--- src/rtl/dispatch_select_queue_if.sv ---
// Dispatch/Select/slot-return bundle for dispatch_select_queue.
// The queue connects through the slave modport; the producer/consumer side uses master.
interface dispatch_select_queue_if #(
    parameter int DISP_WIDTH = 2,
    parameter int SEL_WIDTH  = 2,
    parameter int UOP_W      = 64,
    parameter int NUM_SLOTS  = 16,
    parameter int DEPTH      = 8
);
    localparam int IDX_W = $clog2(NUM_SLOTS);
    localparam int CNT_W = $clog2(DEPTH + 1);
    localparam int FS_W  = $clog2(NUM_SLOTS + 1);

    logic                          flush;
    logic [DISP_WIDTH-1:0]         disp_valid;
    logic [DISP_WIDTH*UOP_W-1:0]   disp_uop;
    logic                          disp_ready;
    logic [SEL_WIDTH-1:0]          sel_valid;
    logic [SEL_WIDTH*UOP_W-1:0]    sel_uop;
    logic [SEL_WIDTH*IDX_W-1:0]    sel_idx;
    logic [SEL_WIDTH-1:0]          sel_ready;
    logic [SEL_WIDTH-1:0]          free_valid;
    logic [SEL_WIDTH*IDX_W-1:0]    free_idx;
    logic [CNT_W-1:0]              count;
    logic [FS_W-1:0]               free_slots;

    modport master (
        output flush, disp_valid, disp_uop, sel_ready, free_valid, free_idx,
        input  disp_ready, sel_valid, sel_uop, sel_idx, count, free_slots
    );

    modport slave (
        input  flush, disp_valid, disp_uop, sel_ready, free_valid, free_idx,
        output disp_ready, sel_valid, sel_uop, sel_idx, count, free_slots
    );
endinterface

--- src/rtl/dispatch_select_queue.sv ---
// Multi-lane in-order queue between Dispatch and Select with payload-slot allocation.
// Define DSQ_BYPASS_EN to let an empty queue forward dispatch lanes to Select in the same cycle.
module dispatch_select_queue #(
    parameter int DISP_WIDTH = 2,
    parameter int SEL_WIDTH  = 2,
    parameter int DEPTH      = 8,
    parameter int UOP_W      = 64,
    parameter int NUM_SLOTS  = 16
) (
    input  logic clk,
    input  logic rst_n,
    dispatch_select_queue_if.slave bus
);
    localparam int IDX_W = $clog2(NUM_SLOTS);
    localparam int PTR_W = $clog2(DEPTH);
    localparam int CNT_W = $clog2(DEPTH + 1);
    localparam int FS_W  = $clog2(NUM_SLOTS + 1);

    logic [PTR_W-1:0]     head_q, head_d, tail_q, tail_d;
    logic [CNT_W-1:0]     count_q, count_d;
    logic [NUM_SLOTS-1:0] slot_free_q, slot_free_d;
    logic [UOP_W-1:0]     uop_mem_q [DEPTH];
    logic [IDX_W-1:0]     idx_mem_q [DEPTH];

    logic [FS_W-1:0]       free_cnt;
    logic                  disp_ready;
    logic                  bypass_on;
    logic [DISP_WIDTH-1:0] accept;
    logic [IDX_W-1:0]      alloc_idx [DISP_WIDTH];
    logic [PTR_W-1:0]      wr_addr   [DISP_WIDTH];
    logic [SEL_WIDTH-1:0]  sel_valid;
    logic [CNT_W-1:0]      enq_cnt, pop_cnt, skip_cnt;

    always_comb begin
        free_cnt = '0;
        for (int s = 0; s < NUM_SLOTS; s++) begin
            free_cnt = free_cnt + FS_W'(slot_free_q[s]);
        end
    end

    assign disp_ready = (count_q <= CNT_W'(DEPTH - DISP_WIDTH)) &&
                        (free_cnt >= FS_W'(DISP_WIDTH)) && !bus.flush;

    // Lane i takes the i-th lowest free slot; only the valid prefix is accepted.
    always_comb begin
        logic [NUM_SLOTS-1:0] avail;
        logic run;
        logic found;
        avail   = slot_free_q;
        run     = disp_ready;
        enq_cnt = '0;
        for (int i = 0; i < DISP_WIDTH; i++) begin
            run          = run & bus.disp_valid[i];
            accept[i]    = run;
            enq_cnt      = enq_cnt + CNT_W'(run);
            alloc_idx[i] = '0;
            found        = 1'b0;
            for (int s = 0; s < NUM_SLOTS; s++) begin
                if (!found && avail[s]) begin
                    found        = 1'b1;
                    alloc_idx[i] = IDX_W'(s);
                end
            end
            if (found) begin
                avail[alloc_idx[i]] = 1'b0;
            end
        end
    end

`ifdef DSQ_BYPASS_EN
    assign bypass_on = (count_q == '0) && !bus.flush;
`else
    assign bypass_on = 1'b0;
`endif

    for (genvar gi = 0; gi < SEL_WIDTH; gi++) begin : g_sel
        logic [PTR_W-1:0] rd_ptr;
        logic             q_valid;
        assign rd_ptr  = head_q + PTR_W'(gi);
        assign q_valid = (count_q > CNT_W'(gi)) && !bus.flush;
`ifdef DSQ_BYPASS_EN
        if (gi < DISP_WIDTH) begin : g_byp
            assign sel_valid[gi] = bypass_on ? accept[gi] : q_valid;
            assign bus.sel_uop[gi*UOP_W +: UOP_W] =
                bypass_on ? bus.disp_uop[gi*UOP_W +: UOP_W] : uop_mem_q[rd_ptr];
            assign bus.sel_idx[gi*IDX_W +: IDX_W] =
                bypass_on ? alloc_idx[gi] : idx_mem_q[rd_ptr];
        end else begin : g_q
            assign sel_valid[gi] = q_valid;
            assign bus.sel_uop[gi*UOP_W +: UOP_W] = uop_mem_q[rd_ptr];
            assign bus.sel_idx[gi*IDX_W +: IDX_W] = idx_mem_q[rd_ptr];
        end
`else
        assign sel_valid[gi] = q_valid;
        assign bus.sel_uop[gi*UOP_W +: UOP_W] = uop_mem_q[rd_ptr];
        assign bus.sel_idx[gi*IDX_W +: IDX_W] = idx_mem_q[rd_ptr];
`endif
    end

    always_comb begin
        logic run;
        run     = 1'b1;
        pop_cnt = '0;
        for (int k = 0; k < SEL_WIDTH; k++) begin
            run     = run & sel_valid[k] & bus.sel_ready[k];
            pop_cnt = pop_cnt + CNT_W'(run);
        end
    end

    // Bypassed lanes that were popped never touch the queue storage.
    assign skip_cnt = bypass_on ? pop_cnt : '0;

    always_comb begin
        for (int i = 0; i < DISP_WIDTH; i++) begin
            wr_addr[i] = tail_q + PTR_W'(i) - PTR_W'(skip_cnt);
        end
    end

    always_comb begin
        logic [PTR_W-1:0] off;
        head_d      = head_q;
        tail_d      = tail_q;
        count_d     = count_q;
        slot_free_d = slot_free_q;
        off         = '0;
        if (bus.flush) begin
            head_d  = '0;
            tail_d  = '0;
            count_d = '0;
            for (int e = 0; e < DEPTH; e++) begin
                off = PTR_W'(e) - head_q;
                if ({1'b0, off} < count_q) begin
                    slot_free_d[idx_mem_q[e]] = 1'b1;
                end
            end
        end else begin
            head_d  = head_q + PTR_W'(pop_cnt - skip_cnt);
            tail_d  = tail_q + PTR_W'(enq_cnt - skip_cnt);
            count_d = count_q + enq_cnt - pop_cnt;
        end
        for (int j = 0; j < SEL_WIDTH; j++) begin
            if (bus.free_valid[j]) begin
                slot_free_d[bus.free_idx[j*IDX_W +: IDX_W]] = 1'b1;
            end
        end
        for (int i = 0; i < DISP_WIDTH; i++) begin
            if (accept[i]) begin
                slot_free_d[alloc_idx[i]] = 1'b0;
            end
        end
    end

    always_ff @(posedge clk or negedge rst_n) begin
        if (!rst_n) begin
            head_q      <= '0;
            tail_q      <= '0;
            count_q     <= '0;
            slot_free_q <= '1;
        end else begin
            head_q      <= head_d;
            tail_q      <= tail_d;
            count_q     <= count_d;
            slot_free_q <= slot_free_d;
        end
    end

    always_ff @(posedge clk) begin
        for (int i = 0; i < DISP_WIDTH; i++) begin
            if (accept[i] && (CNT_W'(i) >= skip_cnt)) begin
                uop_mem_q[wr_addr[i]] <= bus.disp_uop[i*UOP_W +: UOP_W];
                idx_mem_q[wr_addr[i]] <= alloc_idx[i];
            end
        end
    end

    assign bus.disp_ready = disp_ready;
    assign bus.sel_valid  = sel_valid;
    assign bus.count      = count_q;
    assign bus.free_slots = free_cnt;
endmodule

--- src/flat_wrapper.sv ---
// flat-port wrapper written by rule: the top's interface ports become plain ports
module dispatch_select_queue_flat 
#(
    parameter int DISP_WIDTH = 2,
    parameter int SEL_WIDTH  = 2,
    parameter int DEPTH      = 8,
    parameter int UOP_W      = 64,
    parameter int NUM_SLOTS  = 16
)
  (clk, rst_n, bus_flush, bus_disp_valid, bus_disp_uop, bus_sel_ready, bus_free_valid, bus_free_idx, bus_disp_ready, bus_sel_valid, bus_sel_uop, bus_sel_idx, bus_count, bus_free_slots);
  dispatch_select_queue_if #(.DISP_WIDTH(DISP_WIDTH), .SEL_WIDTH(SEL_WIDTH), .UOP_W(UOP_W), .NUM_SLOTS(NUM_SLOTS), .DEPTH(DEPTH)) bus_i ();
  input  logic clk;
  input  logic rst_n;
  input wire logic [$bits(bus_i.flush)-1:0] bus_flush;
  input wire logic [$bits(bus_i.disp_valid)-1:0] bus_disp_valid;
  input wire logic [$bits(bus_i.disp_uop)-1:0] bus_disp_uop;
  input wire logic [$bits(bus_i.sel_ready)-1:0] bus_sel_ready;
  input wire logic [$bits(bus_i.free_valid)-1:0] bus_free_valid;
  input wire logic [$bits(bus_i.free_idx)-1:0] bus_free_idx;
  output wire logic [$bits(bus_i.disp_ready)-1:0] bus_disp_ready;
  output wire logic [$bits(bus_i.sel_valid)-1:0] bus_sel_valid;
  output wire logic [$bits(bus_i.sel_uop)-1:0] bus_sel_uop;
  output wire logic [$bits(bus_i.sel_idx)-1:0] bus_sel_idx;
  output wire logic [$bits(bus_i.count)-1:0] bus_count;
  output wire logic [$bits(bus_i.free_slots)-1:0] bus_free_slots;
  assign bus_i.flush = bus_flush;
  assign bus_i.disp_valid = bus_disp_valid;
  assign bus_i.disp_uop = bus_disp_uop;
  assign bus_i.sel_ready = bus_sel_ready;
  assign bus_i.free_valid = bus_free_valid;
  assign bus_i.free_idx = bus_free_idx;
  assign bus_disp_ready = bus_i.disp_ready;
  assign bus_sel_valid = bus_i.sel_valid;
  assign bus_sel_uop = bus_i.sel_uop;
  assign bus_sel_idx = bus_i.sel_idx;
  assign bus_count = bus_i.count;
  assign bus_free_slots = bus_i.free_slots;
  dispatch_select_queue #(.DISP_WIDTH(DISP_WIDTH), .SEL_WIDTH(SEL_WIDTH), .DEPTH(DEPTH), .UOP_W(UOP_W), .NUM_SLOTS(NUM_SLOTS)) u_core (.clk(clk), .rst_n(rst_n), .bus(bus_i));
endmodule
--- config.mk ---
export PLATFORM = sky130hd
export DESIGN_NAME = dispatch_select_queue_flat
export DESIGN_NICKNAME = d
export VERILOG_FILES = /design/src/rtl/dispatch_select_queue_if.sv /design/src/rtl/dispatch_select_queue.sv /design/src/flat_wrapper.sv
export SDC_FILE = /design/constraint.sdc
export NUM_CORES = 1
export LEC_CHECK = 0
export CORE_ASPECT_RATIO = 1.4
export CORE_MARGIN = 10
export CORE_UTILIZATION = 60
export DETAILED_ROUTE_END_ITERATION = 8
export PLACE_DENSITY = 0.87
export SLEW_MARGIN = 10
export SYNTH_ARGS = -nofsm -noshare
export SYNTH_HDL_FRONTEND = slang
export SYNTH_SLANG_ARGS = --single-unit
--- constraint.sdc ---
create_clock -name clk -period 13 [get_ports clk]
set_input_delay 2.6 -clock clk [delete_from_list [all_inputs] [get_ports clk]]
set_output_delay 2.6 -clock clk [all_outputs]
set_load 0.005 [all_outputs]
# Yosys cells after proc, flatten, opt, wreduce, memory -nomap -nowiden
# Memory sizes are Yosys's and may differ from the RTL's.
# Index checks and enable logic that the tools add are counted.
[word_totals]
regBits = 26
mem_bits_rw = 544
inputBits = 145
memories = 2
[mem_list]
columns = ["name", "depth", "word_bits", "rd", "rd_clocked_by_memory_dff", "write_ports", "line", "text"]
rows = [
  ["u_core.uop_mem_q", 8, 64, 2, 0, 2, "dispatch_select_queue.sv:22", "logic [UOP_W-1:0] uop_mem_q [DEPTH];"],
  ["u_core.idx_mem_q", 8, 4, 10, 0, 2, "dispatch_select_queue.sv:23", "logic [IDX_W-1:0] idx_mem_q [DEPTH];"],
]
[op_classes]
add_sub_neg = 31
magnitude_cmp = 36
n_mux = 113
bitwise = 20
reduce_logical = 77
[ops]
columns = ["op", "count"]
rows = [
  ["2-to-1 mux 16 bit", 21],
  ["bitwise OR 16 bit", 10],
  ["adder 5 x 1 -> 5 bit", 14],
  ["2-to-1 mux 4 bit", 17],
  ["< comparator 4 x 5 -> 1 bit (second input constant)", 12],
  ["2-to-1 mux 1 bit", 49],
  ["AND 16 bit", 3],
  ["demux 1 bit (select 4 bit)", 12],
  [">= comparator 4 x 1 -> 1 bit (second input constant)", 12],
  ["logical AND 1 bit", 46],
  ["< comparator 3 x 4 -> 1 bit", 8],
  ["NOT 16 bit", 2],
  ["zero test 1 bit", 31],
  ["2-to-1 mux 3 bit", 10],
  ["subtractor 3 bit (first input constant)", 4],
  ["> comparator 4 x 1 -> 1 bit (second input constant)", 2],
  ["2-to-1 mux 2 bit", 4],
  ["adder 1 x 1 -> 2 bit", 3],
  ["adder 3 x 1 -> 3 bit (second input constant)", 2],
  ["adder 3 bit", 2],
  ["subtractor 1 x 3 -> 3 bit (first input constant)", 2],
  ["subtractor 2 x 3 -> 3 bit (first input constant)", 2],
  ["AND 1 bit", 5],
  [">= comparator 5 x 2 -> 1 bit (second input constant)", 1],
  ["other kinds (3)", 3],
]

# Longest topological paths before layout
[depth]
ltp_word = 106
mapped_depth = 23
ltp_nobuf = 23

# Worst setup path before layout
# No wires, ideal clock.
[synth_timing]
path_kind = "register to register"
startpoint = "reg u_core.slot_free_q[8]"
endpoint = "mem u_core.idx_mem_q[0][0] in the netlist's numbering, enable pin"
setup_ns = 0.680
arrival_time_ns = 11.242
slack_ns = 1.079
stages_incl_launch_ff = 16
synth_period_minus_slack_ns = 11.921
path_cell_list = "dfstp_2 clkbuf_1 inv_1 fa_1 fa_1 fa_1 fa_1 inv_1 fa_1 inv_1 fa_1 xnor2_1 nor2_1 o21ai_1 o211ai_1 o41ai_1"
[synth_lines]
columns = ["item", "line", "text"]
rows = [
  ["from (decl)", "dispatch_select_queue.sv:21", "logic [NUM_SLOTS-1:0] slot_free_q, slot_free_d;"],
  ["from (signal assigned)", "dispatch_select_queue.sv:163", "slot_free_q <= slot_free_d;"],
  ["to (decl)", "dispatch_select_queue.sv:23", ""],
]

# Final worst setup path
[layout_timing]
startpoint = "reg u_core.slot_free_q[6]"
endpoint = "out bus_disp_ready"
[layout_between]
elab_chain_len = 13
[layout_rtl]
columns = ["item", "line", "text"]
rows = [
  ["adder 5 x 1 -> 5 bit (10 in series)", "dispatch_select_queue.sv:37", "free_cnt = free_cnt + FS_W'(slot_free_q[s]);"],
  [">= comparator 5 x 2 -> 1 bit", "dispatch_select_queue.sv:42", "(free_cnt >= FS_W'(DISP_WIDTH)) && !bus.flush;"],
  ["logical AND 1 bit", "dispatch_select_queue.sv:41", "assign disp_ready = (count_q <= CNT_W'(DEPTH - DISP_WIDTH)) &&"],
  ["logical AND 1 bit", "dispatch_select_queue.sv:42", ""],
  ["to (decl)", "flat_wrapper.sv:20", "output wire logic [$bits(bus_i.disp_ready)-1:0] bus_disp_ready;"],
]
# No other way between the ends.

==> flow_summary.yaml <==
critical_path:
  critPathMostFrequentCell: "fa_1"
  critPathCaptureType: "primary output"
  required_ns: 10.40
  worst-r2r-setup-slack_ns: 5.21
  startpoint_type: "register"
  crit_chain: "inv_1 > fa_1 > fa_1 > fa_1 > fa_1 > inv_1 > fa_1 > inv_1 > fa_1 > xnor2_1 > nor2_1 > o21ai_1 > nor2_1 > nor2_1 > clkdlybuf4s50_1"
  worstSetupPathType: "register to primary output"
  ff2ff_path_depth: 19
  worstPathArrival_ns: 5.50
  critPathMaxFanout: 10
  timing.rr.end: "u_core.uop_mem_q[7][35]"
  worstReg2RegStart: "u_core.slot_free_q[6]"
  slowest_delay_ns: 0.70
  cp_slowest_cell: "dfstp_2"
timing:
  setup_tns_ns: 0
  relSlewSlack_pct: 21.8
  tightest_slew_ns: 1.17
  fin_crit_sh_pct: 62.3
  setup_viol: 0
  skew_ns: 0.0297
  period_needed_ns: 8.10
  drv_slew: 0
  rsz0062_at_grt: "no"
  hold_viol: 0
  holdWs_ns: 0.751
  fmax_mhz: 123
synth:
  synth_seq_cells: 570
  synth.largest_area_cell: "edfxtp_1"
  synth_seq_area_share_pct: 47.6
  avgSynthCellArea_um2: 14.4
  synth_top_area_share_pct: 45.7
  synth_edf_count: 544
  synthTopCellsByArea: "edfxtp_1 (46%), mux4_2 (17%), mux2_2 (17%)"
  synthCells: 2478
  synthArstFlopShare_pct: 4.56
  yosys_warnings: 0
  syn_area_um2: 35800
  dominantRegCellSynth: "edfxtp_1"
  syn-num-nets: 2668
  ys_types: 89
global_routing:
  grt_overflow: 0
  grt_usage_pct: 33.3
  antenna_found_initial: 22
  grt_pass1_vias: 26439
  grt_start_max_net_pins: 70
  grt_pass1_wl_mm: 172
cts:
  clock_path_buffers: 3
  postCtsHoldBufs: 0
  cts_resized: 0
  path_clk_slew_ns: 0.07
  cts_root_buffer: "clkbuf_16"
  post_cts_buffers: 0
  clkLatencyLatePin_ns: 0.61
  clock_sinks: 570
  htreeDepth: 2
  cts_tree: "built"
  numCtsBuffers: 54
finish:
  final_cell_mix: "edfxtp_1 (544), mux2_2 (529), clkdlybuf4s50_1 (292)"
  final_common_cell: "edfxtp_1"
  finalNetCount: 2864
  register_area_um2: 17000
  multiInputGateArea_um2: 17900
  final_core_util_pct: 69.8
  fin_area_um2: 41100
  drive_above_1_share_pct: 36.4
  area_delta_synth_final_pct: 15.0
  stdcell_count: 3486
  fillers: 3861
placement:
  dp.cells: 3367
  placed_area_um2: 39300
  globalplace.congestion: 0.995
  portBuffers: 292
  dp_hpwl_mm: 74.7
drt:
  postRouteAntennaNets: 0
  drc: 0
  firstDrtPassIters: 6
  routed_wl_mm: 117
  drt_iter0_markers: 3154
  num_vias: 25320
  avgViaCountPerCell: 7.26
  avgRoutedWirePerCell_um: 33.4
floorplanning:
  dieWidth_um: 226
  fp.dieH_um: 309
  die-area_um2: 69900
  rows: 105
  start_util_pct: 60.7
  design.core.area_um2: 58900
  io_pins: 293
min_path:
  hp-start: "u_core.slot_free_q[14]"
  hp-class: "register to register"
  worstHoldPathCells: 3
  holdPathEnd: "u_core.slot_free_q[14]"
pwr:
  ir_drop_v: 0.000506
  p_per_area_nw_per_um2: 237
  p_leak_nw: 13.6
run_status:
  status: "finished, final reports clean"
flow_run:
  cap_violations: 0
cell type report:
type                    count  area share, %
diodes                     19          0.116
repair buffers            331           7.82
inverters                  65          0.594
well taps                 749           2.28
clock inverters            39          0.950
clock buffers              61           3.40
multi-input cells        1652           43.4
flip-flops and latches    570           41.4
worst max path at each step:
stage	start	end	slack (ns)	depth (start not counted)
floorplan	u_core.slot_free_q[8]	u_core.idx_mem_q[0][0]	1.08	15
global placement	u_core.slot_free_q[6]	u_core.uop_mem_q[7][1]	5.43	19
detailed placement	u_core.slot_free_q[6]	u_core.uop_mem_q[7][18]	5.35	19
CTS	u_core.slot_free_q[6]	bus_disp_ready	4.93	15
global route	u_core.slot_free_q[6]	bus_disp_ready	4.70	15
finish	u_core.slot_free_q[6]	bus_disp_ready	4.90	15
kinds of logic (layout without fill, tap and decap cells):
family / count (synthesis) / count (layout) / share of synthesized area, %
XOR/XNOR: 13 / 13 / 0.318
buffers and inverters: 256 / 496 / 3.00
AND/OR/NAND/NOR: 478 / 478 / 6.37
other: 0 / 19 / 0
AO/OA/AOI/OAI: 253 / 253 / 5.16
flip-flops: 570 / 570 / 47.6
adder cells (fa/ha/maj): 48 / 48 / 1.96
multiplexers: 860 / 860 / 35.6
metal layers:
layer	GRT usage, %	vias to the layer above	share of wire [%]
li1	-	10326	-
met1	38.5	12791	33
met2	55.6	1815	50
met3	5.60	380	9.1
met4	23.2	8	7.0
met5	0	-	0.046
registers in the layout (all words and copies together), names as in the netlist:
| signal | cells |
|---|---|
| u_core.uop_mem_q | 512 |
| u_core.idx_mem_q | 32 |
| u_core.slot_free_q | 16 |
| u_core.bus.count | 4 |
| u_core.head_q | 3 |
| u_core.tail_q | 3 |
critical path: cells and delay by family, from the launching register on:
kind / cells / cell delay, ns
AND/OR/NAND/NOR: 3 / 0.25
buffers and inverters: 4 / 0.85
adder cells (fa/ha/maj): 6 / 2.63
XOR/XNOR: 1 / 0.23
flip-flops: 1 / 0.70
AO/OA/AOI/OAI: 1 / 0.22
through the flow:
stage	setup WS, ns	total power [W]
floorplan	1.08	0.00582
global placement	5.43	0.00794
detailed placement	5.35	0.00805
CTS	4.93	0.00969
global route	4.70	0.0101
finish	4.90	0.00972
Yosys cell counts, types with 11 or more instances:
library cell	instances
edfxtp_1	544
mux2_2	529
mux4_2	272
nand2_1	251
clkbuf_1	87
nor2_1	72
inv_1	64
buf_2	62
mux2_1	51
a21oi_1	42
buf_1	35
ha_1	31
o21ai_0	26
nand2b_1	25
o22ai_1	25
nor3_1	22
o211ai_1	20
dfstp_2	16
o31ai_1	16
nand3_1	15
fa_1	14
nor2b_1	13
nor4_1	11
report_power, final:
part	internal (W)	leakage [nW]	switching (W)	total (W)
Clock	0.000915	0.864	0.000716	0.00163
Combinational	0.00250	7.55	0.00273	0.00523
Sequential	0.00256	5.21	0.000306	0.00286
Total	0.00597	13.6	0.00375	0.00972
Note: power is estimated with default switching activity, not from simulation.
